**src/rtl/regfile_pkg.sv**
```systemverilog
// Shared sizing constants and a one-hot helper for the register-file writeback path.
package regfile_pkg;

  localparam int NUM_REQ   = 3;
  localparam int DATA_W    = 32;
  localparam int ADDR_W    = 5;
  localparam int REG_COUNT = 32;

  function automatic logic [REG_COUNT-1:0] reg_bit(input int unsigned idx);
    reg_bit = {{(REG_COUNT-1){1'b0}}, 1'b1} << idx;
  endfunction

endpackage

```
**src/rtl/regfile_wb_arbiter_rr.sv**
```systemverilog
// Round-robin grant logic with its last-grant pointer; grants are combinational and one-hot or zero.
module rr_arbiter
  import regfile_pkg::*;
#(
  parameter int NUM_REQ = regfile_pkg::NUM_REQ
) (
  input  logic               clk,
  input  logic               reset,
  input  logic               clk_enable,
  input  logic [NUM_REQ-1:0] req_valid,
  output logic [NUM_REQ-1:0] req_ready
);

  localparam int IDX_W = (NUM_REQ > 1) ? $clog2(NUM_REQ) : 1;

  logic [IDX_W-1:0]   last_q, last_d;
  logic [IDX_W-1:0]   cand_s;
  logic [NUM_REQ-1:0] ready_s;
  logic               found_s;
  logic               hit_s;

  // Search starts one past the previous winner so every requester gets a turn.
  always_comb begin
    ready_s = '0;
    found_s = 1'b0;
    hit_s   = 1'b0;
    cand_s  = '0;
    last_d  = last_q;
    for (int k = 0; k < NUM_REQ; k++) begin
      cand_s          = IDX_W'((32'(last_q) + 32'(k) + 32'd1) % 32'(NUM_REQ));
      hit_s           = !found_s && req_valid[cand_s];
      ready_s[cand_s] = hit_s;
      last_d          = hit_s ? cand_s : last_d;
      found_s         = found_s | hit_s;
    end
  end

  assign req_ready = (reset || !clk_enable) ? '0 : ready_s;

  // Pointer moves only when a grant is actually issued at an enabled edge.
  always_ff @(posedge clk) begin
    if (reset) begin
      last_q <= IDX_W'(NUM_REQ - 1);
    end else if (clk_enable) begin
      last_q <= last_d;
    end
  end

endmodule

```
**src/rtl/regfile_wb_arbiter.sv**
```systemverilog
// Writeback arbiter for a register file: picks one requester per cycle, drives a registered
// write port and keeps a pending-write scoreboard used for issue and read hazards.
module regfile_wb_arbiter #(
  parameter int NUM_REQ = regfile_pkg::NUM_REQ,
  parameter int DATA_W  = regfile_pkg::DATA_W,
  parameter int ADDR_W  = regfile_pkg::ADDR_W
) (
  input  logic                                clk,
  input  logic                                reset,
  input  logic                                clk_enable,
  input  logic [NUM_REQ-1:0]                  req_valid,
  output logic [NUM_REQ-1:0]                  req_ready,
  input  logic [NUM_REQ*ADDR_W-1:0]           req_addr,
  input  logic [NUM_REQ*DATA_W-1:0]           req_data,
  output logic [ADDR_W-1:0]                   w_address,
  output logic [DATA_W-1:0]                   w_data,
  output logic                                w_enable,
  input  logic                                issue_valid,
  input  logic [ADDR_W-1:0]                   issue_addr,
  output logic                                issue_ready,
  input  logic [ADDR_W-1:0]                   r_address1,
  input  logic [ADDR_W-1:0]                   r_address2,
  output logic                                hazard1,
  output logic                                hazard2,
  output logic [regfile_pkg::REG_COUNT-1:0]   busy
);
  import regfile_pkg::*;

  logic                 transfer_s;
  logic [ADDR_W-1:0]    sel_addr_s;
  logic [DATA_W-1:0]    sel_data_s;
  logic                 w_enable_q, w_enable_d;
  logic [ADDR_W-1:0]    w_address_q, w_address_d;
  logic [DATA_W-1:0]    w_data_q, w_data_d;
  logic [REG_COUNT-1:0] busy_q, busy_d;
  logic [REG_COUNT-1:0] set_s, clr_s;

  rr_arbiter #(.NUM_REQ(NUM_REQ)) u_rr (
    .clk        (clk),
    .reset      (reset),
    .clk_enable (clk_enable),
    .req_valid  (req_valid),
    .req_ready  (req_ready)
  );

  // Grant is one-hot, so OR-ing masked slices selects the winner's address and data.
  always_comb begin
    transfer_s = |(req_valid & req_ready);
    sel_addr_s = '0;
    sel_data_s = '0;
    for (int i = 0; i < NUM_REQ; i++) begin
      sel_addr_s = sel_addr_s | (req_addr[i*ADDR_W +: ADDR_W] & {ADDR_W{req_ready[i]}});
      sel_data_s = sel_data_s | (req_data[i*DATA_W +: DATA_W] & {DATA_W{req_ready[i]}});
    end
  end

  // Writes to register 0 are swallowed; a new issue beats a same-cycle commit.
  always_comb begin
    w_enable_d  = transfer_s && (sel_addr_s != '0);
    w_address_d = transfer_s ? sel_addr_s : w_address_q;
    w_data_d    = transfer_s ? sel_data_s : w_data_q;
    set_s       = (issue_valid && issue_ready && (issue_addr != '0)) ? reg_bit(32'(issue_addr)) : '0;
    clr_s       = w_enable_q ? reg_bit(32'(w_address_q)) : '0;
    busy_d      = ((busy_q & ~clr_s) | set_s) & ~reg_bit(32'd0);
  end

  // Write port and scoreboard freeze while clk_enable is low; reset overrides the stall.
  always_ff @(posedge clk) begin
    if (reset) begin
      w_enable_q  <= 1'b0;
      w_address_q <= '0;
      w_data_q    <= '0;
      busy_q      <= '0;
    end else if (clk_enable) begin
      w_enable_q  <= w_enable_d;
      w_address_q <= w_address_d;
      w_data_q    <= w_data_d;
      busy_q      <= busy_d;
    end
  end

  assign w_enable    = w_enable_q;
  assign w_address   = w_address_q;
  assign w_data      = w_data_q;
  assign busy        = busy_q;
  assign issue_ready = ~busy_q[issue_addr];
  assign hazard1     = busy_q[r_address1];
  assign hazard2     = busy_q[r_address2];

endmodule

```
**config.mk**
```make
export PLATFORM = sky130hd
export DESIGN_NAME = regfile_wb_arbiter
export DESIGN_NICKNAME = d
export VERILOG_FILES = /design/src/rtl/regfile_pkg.sv /design/src/rtl/regfile_wb_arbiter_rr.sv /design/src/rtl/regfile_wb_arbiter.sv
export SDC_FILE = /design/constraint.sdc
export NUM_CORES = 1
export LEC_CHECK = 0
export CORE_ASPECT_RATIO = 0.9
export CORE_UTILIZATION = 41
export DETAILED_ROUTE_END_ITERATION = 16
export GPL_ROUTABILITY_DRIVEN = 0
export GPL_TIMING_DRIVEN = 0
export PLACE_DENSITY = 0.82
export SLEW_MARGIN = 20
export SYNTH_ARGS = -nofsm -noshare
export SYNTH_HDL_FRONTEND = slang
export SYNTH_SLANG_ARGS = --single-unit
```
**constraint.sdc**
```tcl
create_clock -name clk -period 5.05 [get_ports clk]
set_clock_uncertainty 0.2 [all_clocks]
set_input_delay 1.2625 -clock clk [delete_from_list [all_inputs] [get_ports clk]]
set_output_delay 1.2625 -clock clk [all_outputs]
set_load 0.01 [all_outputs]
```
Word-level counts from Yosys, hierarchy flattened
Cells that the tools add are included.
Word-level totals
  flip-flop bits (word level): 71
  bits of input ports: 133
  output and inout port bits: 76
  logic and storage cells: 84
Cells by class
  $add $sub $neg: 4
  divide/modulo/power cells: 3
  order comparisons: 9
  shift-type cells: 2
  multiplexer cells: 26
  bitwise gates (word level): 17
  reductions and logical operators: 18
Operators by type and width (count)
  bitwise AND 32 bit: 4
  modulo 32 x 2 -> 32 bit (second input constant): 3
  bitwise OR 32 bit: 3
  adder 32 x 1 -> 32 bit (second input constant): 2
  two-way mux 32 bit: 2
  left shift 1 x 5 -> 32 bit (first input constant): 2
  NOT 32 bit: 1
  < comparator 5 x 6 -> 1 bit (second input constant): 3
  bitwise AND 5 bit: 3
  binary-select mux 1 bit (select 5 bit): 3
  bitwise OR 5 bit: 2
  nonzero test 5 bit: 2
  < comparator 2 x 3 -> 1 bit (second input constant): 3
  two-way mux 1 bit: 9
  logical AND 1 bit: 8
  bitwise AND 3 bit: 2
  binary-select mux 1 bit (select 2 bit): 3
  bitwise mux 3 bit: 2
  demux 1 bit (select 2 bit): 3
  greater-or-equal comparator 2 x 1 -> 1 bit (second input constant): 3
  two-way mux 2 bit: 3
  AND reduction 2 bit: 2
  adder 2 x 1 -> 3 bit (second input constant): 1
  adder 2 x 2 -> 3 bit (second input constant): 1
  7 further kinds: 9

Longest topological paths before layout
  depth in word-level cells: 16
  mapped depth: 12
  gate-level depth less buffers: 9

Modules after synthesis
From an unflattened synthesis, not the netlist that was laid out.
Unflattened totals
  cells, all modules: 482
  area total of the unflattened synthesis: 4366.7 µm²
By module, submodules not included
  regfile_wb_arbiter: times used 1, cells an instance 428, area an instance 3933.8 µm², seq. area each 1381.3 µm²
  rr_arbiter: times used 1, cells an instance 54, area an instance 432.9 µm², seq. area each 40.0 µm²

Worst setup path before layout
Ideal clock, no wire load.
  path type: input -> output
  start: in r_address1[0]
  end: out hazard1
  arrival time: 2.967 ns
  required time: 3.588 ns
  slack: 0.620 ns
  cell stages on the path: 4
  buffers on the path: 1
  cells stage by stage: clkbuf_1 > mux4_2 > mux4_2 > mux2_2
Between the ends
  longest elaborated chain between the ends: 2
RTL lines
  from (decl): line regfile_wb_arbiter.sv:21  | input logic [ADDR_W-1:0] r_address1,
  binary-select mux 1 bit (select 5 bit): line regfile_wb_arbiter.sv:87  | assign hazard1 = busy_q[r_address1];
  two-way mux 1 bit (not written as such): line regfile_wb_arbiter.sv:87
  to (decl): line regfile_wb_arbiter.sv:23  | output logic hazard1,
Every way passes these cells. The select of a mux whose other input is x is not followed.

Worst setup path in the final report
  start: in issue_addr[0]
  end: out issue_ready
Between the ends
  longest elaborated chain between the ends: 3
RTL lines
  from (decl): line regfile_wb_arbiter.sv:19  | input logic [ADDR_W-1:0] issue_addr,
  binary-select mux 1 bit (select 5 bit): line regfile_wb_arbiter.sv:86  | assign issue_ready = ~busy_q[issue_addr];
  two-way mux 1 bit (not written as such): line regfile_wb_arbiter.sv:86
  NOT 1 bit: line regfile_wb_arbiter.sv:86
  to (decl): line regfile_wb_arbiter.sv:20  | output logic issue_ready,
Every way passes these cells. The select of a mux whose other input is x is not followed.

==> impl_metrics.csv <==
group,metric,value,unit
power,leakage,2.325,nW
setup_path,path_max_fanout,8,
global_route,grt_overflow,0,
global_route,grt_antenna_before_repair,0,
sta,slew_viol_final,0,
setup_path,crit_top_cell,"mux4_2",
setup_path,worst_path_max_delay_cell,"clkdlybuf4s50_1",
final_layout,nets,802,
die,ios,209,
final_layout,layout-drive-gt1-share,11.79,%
sta,max_freq,201.3,MHz
power,powerDensity,288.3,nW/um^2
final_layout,post-route-util,68.55,%
synthesis,synth-edff-count,0,
clock_tree,htreeDepth,3,
global_route,grtUsageTotal,30.06,%
sta,period_needed,4.967,ns
detailed_routing,viasPerCell,6.215,
die,coreArea,9784,um^2
setup_path,r2r-end,"w_data[8]$_SDFFE_PP0P_",
setup_path,r2r_cells,11,
die,die_w,108.5,um
final_layout,antennaDiodeCount,0,
clock_tree,cts_tree,"built",
sta,period_share,98.37,%
synthesis,syn-num-nets,589,
setup_path,rr_startpoint,"u_rr.last_q[0]$_SDFFE_PP0P_",
clock_tree,clock_latency,0.33,ns
power,p_int,1.326,mW
sta,hold_violations,0,
flow_run,drv_cap,0,
detailed_routing,drt_wl_total,16.22,mm
synthesis,synth.distinct_cells,52,
worst_hold_path,hold_path_class,"register to register",
global_route,grt_pass1_wl,24.67,mm
clock_tree,cts_buffer_depth,2,
setup_path,crit_family,"multiplexers",
clock_tree,cts_root_buffer,"clkbuf_16",
synthesis,syn_inst,452,
power,switching_share,31.43,%
sta,rsz0062_at_grt,"false",
synthesis,ys_warn_count,0,
synthesis,synth_area,4188,um^2
setup_path,worst_path_largest_cell_delay,0.55,ns
detailed_routing,post_drt_wl_per_cell,20.38,um
detailed_routing,drc,0,
setup_path,crit_path_end_kind,"primary output",
die,start_util,42.80,%
final_layout,area.growth.synth_to_final,60.17,%
worst_hold_path,hold_end,"u_rr.last_q[1]$_SDFFE_PP1P_",
setup_path,cp-start-kind,"input pin",
detailed_routing,antenna_left,0,
global_route,grt_pass1_vias,4809,
sta,setup_viol,0,
synthesis,ys_seq_area_share,33.94,%
detailed_routing,vias,4947,
synthesis,syn-mean-instance-area,9.265,um^2
synthesis,ys.flop_type,"dfxtp_1",
place,hpwlAfterDp,12.69,mm
power,p_clk_share,31.9,%
outcome,status,"finished, final reports clean",
clock_tree,numCtsBuffers,9,
detailed_routing,drtIter0Drc,493,
synthesis,ys_ff_latch,71,
clock_tree,cts.sinks,71,
global_route,grt_max_degree,20,
sta,holdWs,0.3318,ns
die,chipHeight,97.88,um
die,die-area,10620,um^2
power,power_frac_comb,34.2,%
worst_hold_path,min_path_cells,2,
power,p_switching,607.8,uW
setup_path,critPathBufInv,3,
power,power_frac_seq,33.9,%
synthesis,async_reset_ff_share,0,%
setup_path,required,3.59,ns
setup_path,rrSetupSlack,1.92,ns
detailed_routing,firstDrtPassIters,9,
power,peakVddDrop,193.4,uV
setup_path,path_class,"input pin to primary output",
die,rows,34,
clock_tree,path_clk_slew,0.05,ns
sta,relSlewSlack,63.36,%
worst_hold_path,min-delay-start,"u_rr.last_q[1]$_SDFFE_PP1P_",
place,port_buffers,201,
clock_tree,hold_buffers,0,
sta,worstMarginPinSlew,0.5496,ns
setup_path,crit_arrival,3.50,ns
setup_path,path_cells,"clkdlybuf4s50_1 -> buf_6 -> mux4_2 -> mux4_2 -> mux2i_1 -> dlygate4sd2_1",
## power by group through the flow
stage	sequential (mW)	combinational [mW]	clock (mW)
2_1_floorplan	0.684	0.294	0
3_3_place_gp	0.664	0.608	0
3_5_place_dp	0.666	0.622	0
4_1_cts	0.656	0.640	0.616
5_1_grt	0.662	0.701	0.642
6_report	0.656	0.661	0.617
## worst reg2reg max path, delay by kind of cell, from the launching register on
| family | cells | cell delay [ns] |
|---|---|---|
| simple gates | 2 | 0.33 |
| fa+ha+maj | 1 | 0.19 |
| compound gates | 4 | 1.18 |
| buf+inv | 4 | 0.72 |
| flops | 1 | 0.38 |
## registers in the layout (all words and copies together) (netlist names)
| signal | flops |
|---|---|
| w_enable | 1 |
| busy | 31 |
| w_address | 5 |
| w_data | 32 |
| u_rr.last_q | 2 |
## synthesized netlist by cell type, types with 2 or more instances
library cell  count  area share, %
a211oi_1          4           0.72
a21oi_1          55            6.6
a222oi_1         34            8.1
a22o_1            3           0.63
a22oi_1           4           0.72
a311oi_1          2           0.42
a31oi_1           2           0.30
a32o_1            2           0.48
and4b_1           2           0.48
buf_1             3           0.27
buf_2            13            1.6
clkbuf_1         26            2.3
dfxtp_1          71             34
ha_1              4            1.2
inv_1             6           0.54
mux2_2            5            1.3
mux2i_1           5            1.2
mux4_1            2            1.3
mux4_2           25             13
nand2_1          34            3.0
nand2b_1          6           0.90
nand3_1           9            1.1
nand3b_1          2           0.36
nand4_1           2           0.30
nand4b_1          2           0.42
nor2_1           15            1.3
nor2b_1           9            1.3
nor3b_1           2           0.36
nor3b_4           2           0.90
o211ai_1          9            1.6
o21ai_0          62            7.4
o311ai_0          4           0.84
o31ai_1           6            1.1
or2_2             2           0.30
## kinds of logic after synthesis
family                   share of synthesized area, %
multiplexers                                    17.24
AO/OA/AOI/OAI                                   30.42
AND/OR/NAND/NOR                                 11.86
other                                         0.08955
adder cells (fa/ha/maj)                         1.195
buffers and inverters                           5.258
flip-flops                                      33.94
## metal layers
metal / track usage [%] / share of wire, % / vias to the layer above
met3: 6.742 / 10 / 42
met2: 52.24 / 50 / 355
met4: 11.95 / 2.7 / 0
li1: - / - / 2229
met5: 0 / 0 / -
met1: 35.55 / 37 / 2321
## area by class of cell
class / instances / area (um^2)
clock inverter: 6 / 61.31
clock buffer: 10 / 229.0
fill: 771 / 3077
tap: 126 / 157.7
timing repair buffer: 204 / 2031
inverter: 6 / 22.52
multi-input combinational: 330 / 2580
buffer: 43 / 205.2
sequential: 71 / 1421
## timing repair
action,4_1_cts,5_1_grt
gates resized for setup,13,7
endpoints found under the setup margin,5,5
setup buffers,0,3
## per-stage QoR
step | setup TNS, ns | worst slack [ns] | area [um^2] | total power, mW | cells
2_1_floorplan | 0 | 0.6203 | 4188 | 0.9776 | 452
3_3_place_gp | -1.384 | -0.4798 | 6357 | 1.272 | 779
3_5_place_dp | -1.725 | -0.5579 | 6357 | 1.288 | 779
4_1_cts | 0 | 0.007433 | 6668 | 1.912 | 793
5_1_grt | 0 | 0.008483 | 6708 | 2.006 | 796
6_report | 0 | 0.08253 | 6708 | 1.934 | 796
## how the worst max path moves through the flow
| stage | start | to | cells after the start |
|---|---|---|---|
| 2_1_floorplan | r_address1[0] | hazard1 | 4 |
| 6_report | issue_addr[0] | issue_ready | 6 |
| 5_1_grt | issue_addr[0] | issue_ready | 6 |
| 3_5_place_dp | req_valid[1] | req_ready[0] | 8 |
| 3_3_place_gp | req_valid[1] | req_ready[0] | 8 |
| 4_1_cts | r_address1[0] | hazard1 | 5 |
## placed cells by master (no fill, tap or decap), types with 3 or more instances in the layout
| master | Yosys | routed |
|---|---|---|
| clkdlybuf4s50_1 | 0 | 198 |
| dfxtp_1 | 71 | 71 |
| o21ai_0 | 62 | 62 |
| a21oi_1 | 55 | 54 |
| nand2_1 | 34 | 34 |
| a222oi_1 | 34 | 34 |
| mux4_2 | 25 | 25 |
| clkbuf_1 | 26 | 23 |
| nor2_1 | 15 | 15 |
| buf_2 | 13 | 10 |
| nor2b_1 | 9 | 9 |
| nand3_1 | 9 | 9 |
| o211ai_1 | 9 | 9 |
| clkbuf_16 | 0 | 9 |
| inv_1 | 6 | 6 |
| nand2b_1 | 6 | 6 |
| o31ai_1 | 6 | 6 |
| mux2i_1 | 5 | 5 |
| buf_4 | 1 | 5 |
| mux2_2 | 5 | 5 |
| a22oi_1 | 4 | 4 |
| clkbuf_2 | 1 | 4 |
| o311ai_0 | 4 | 4 |
| ha_1 | 4 | 4 |
| nor3b_4 | 2 | 3 |
| a22o_1 | 3 | 3 |
| a211oi_1 | 4 | 3 |
| clkinv_2 | 0 | 3 |
| dlygate4sd2_1 | 0 | 3 |
(Power assumes the default switching activity.)
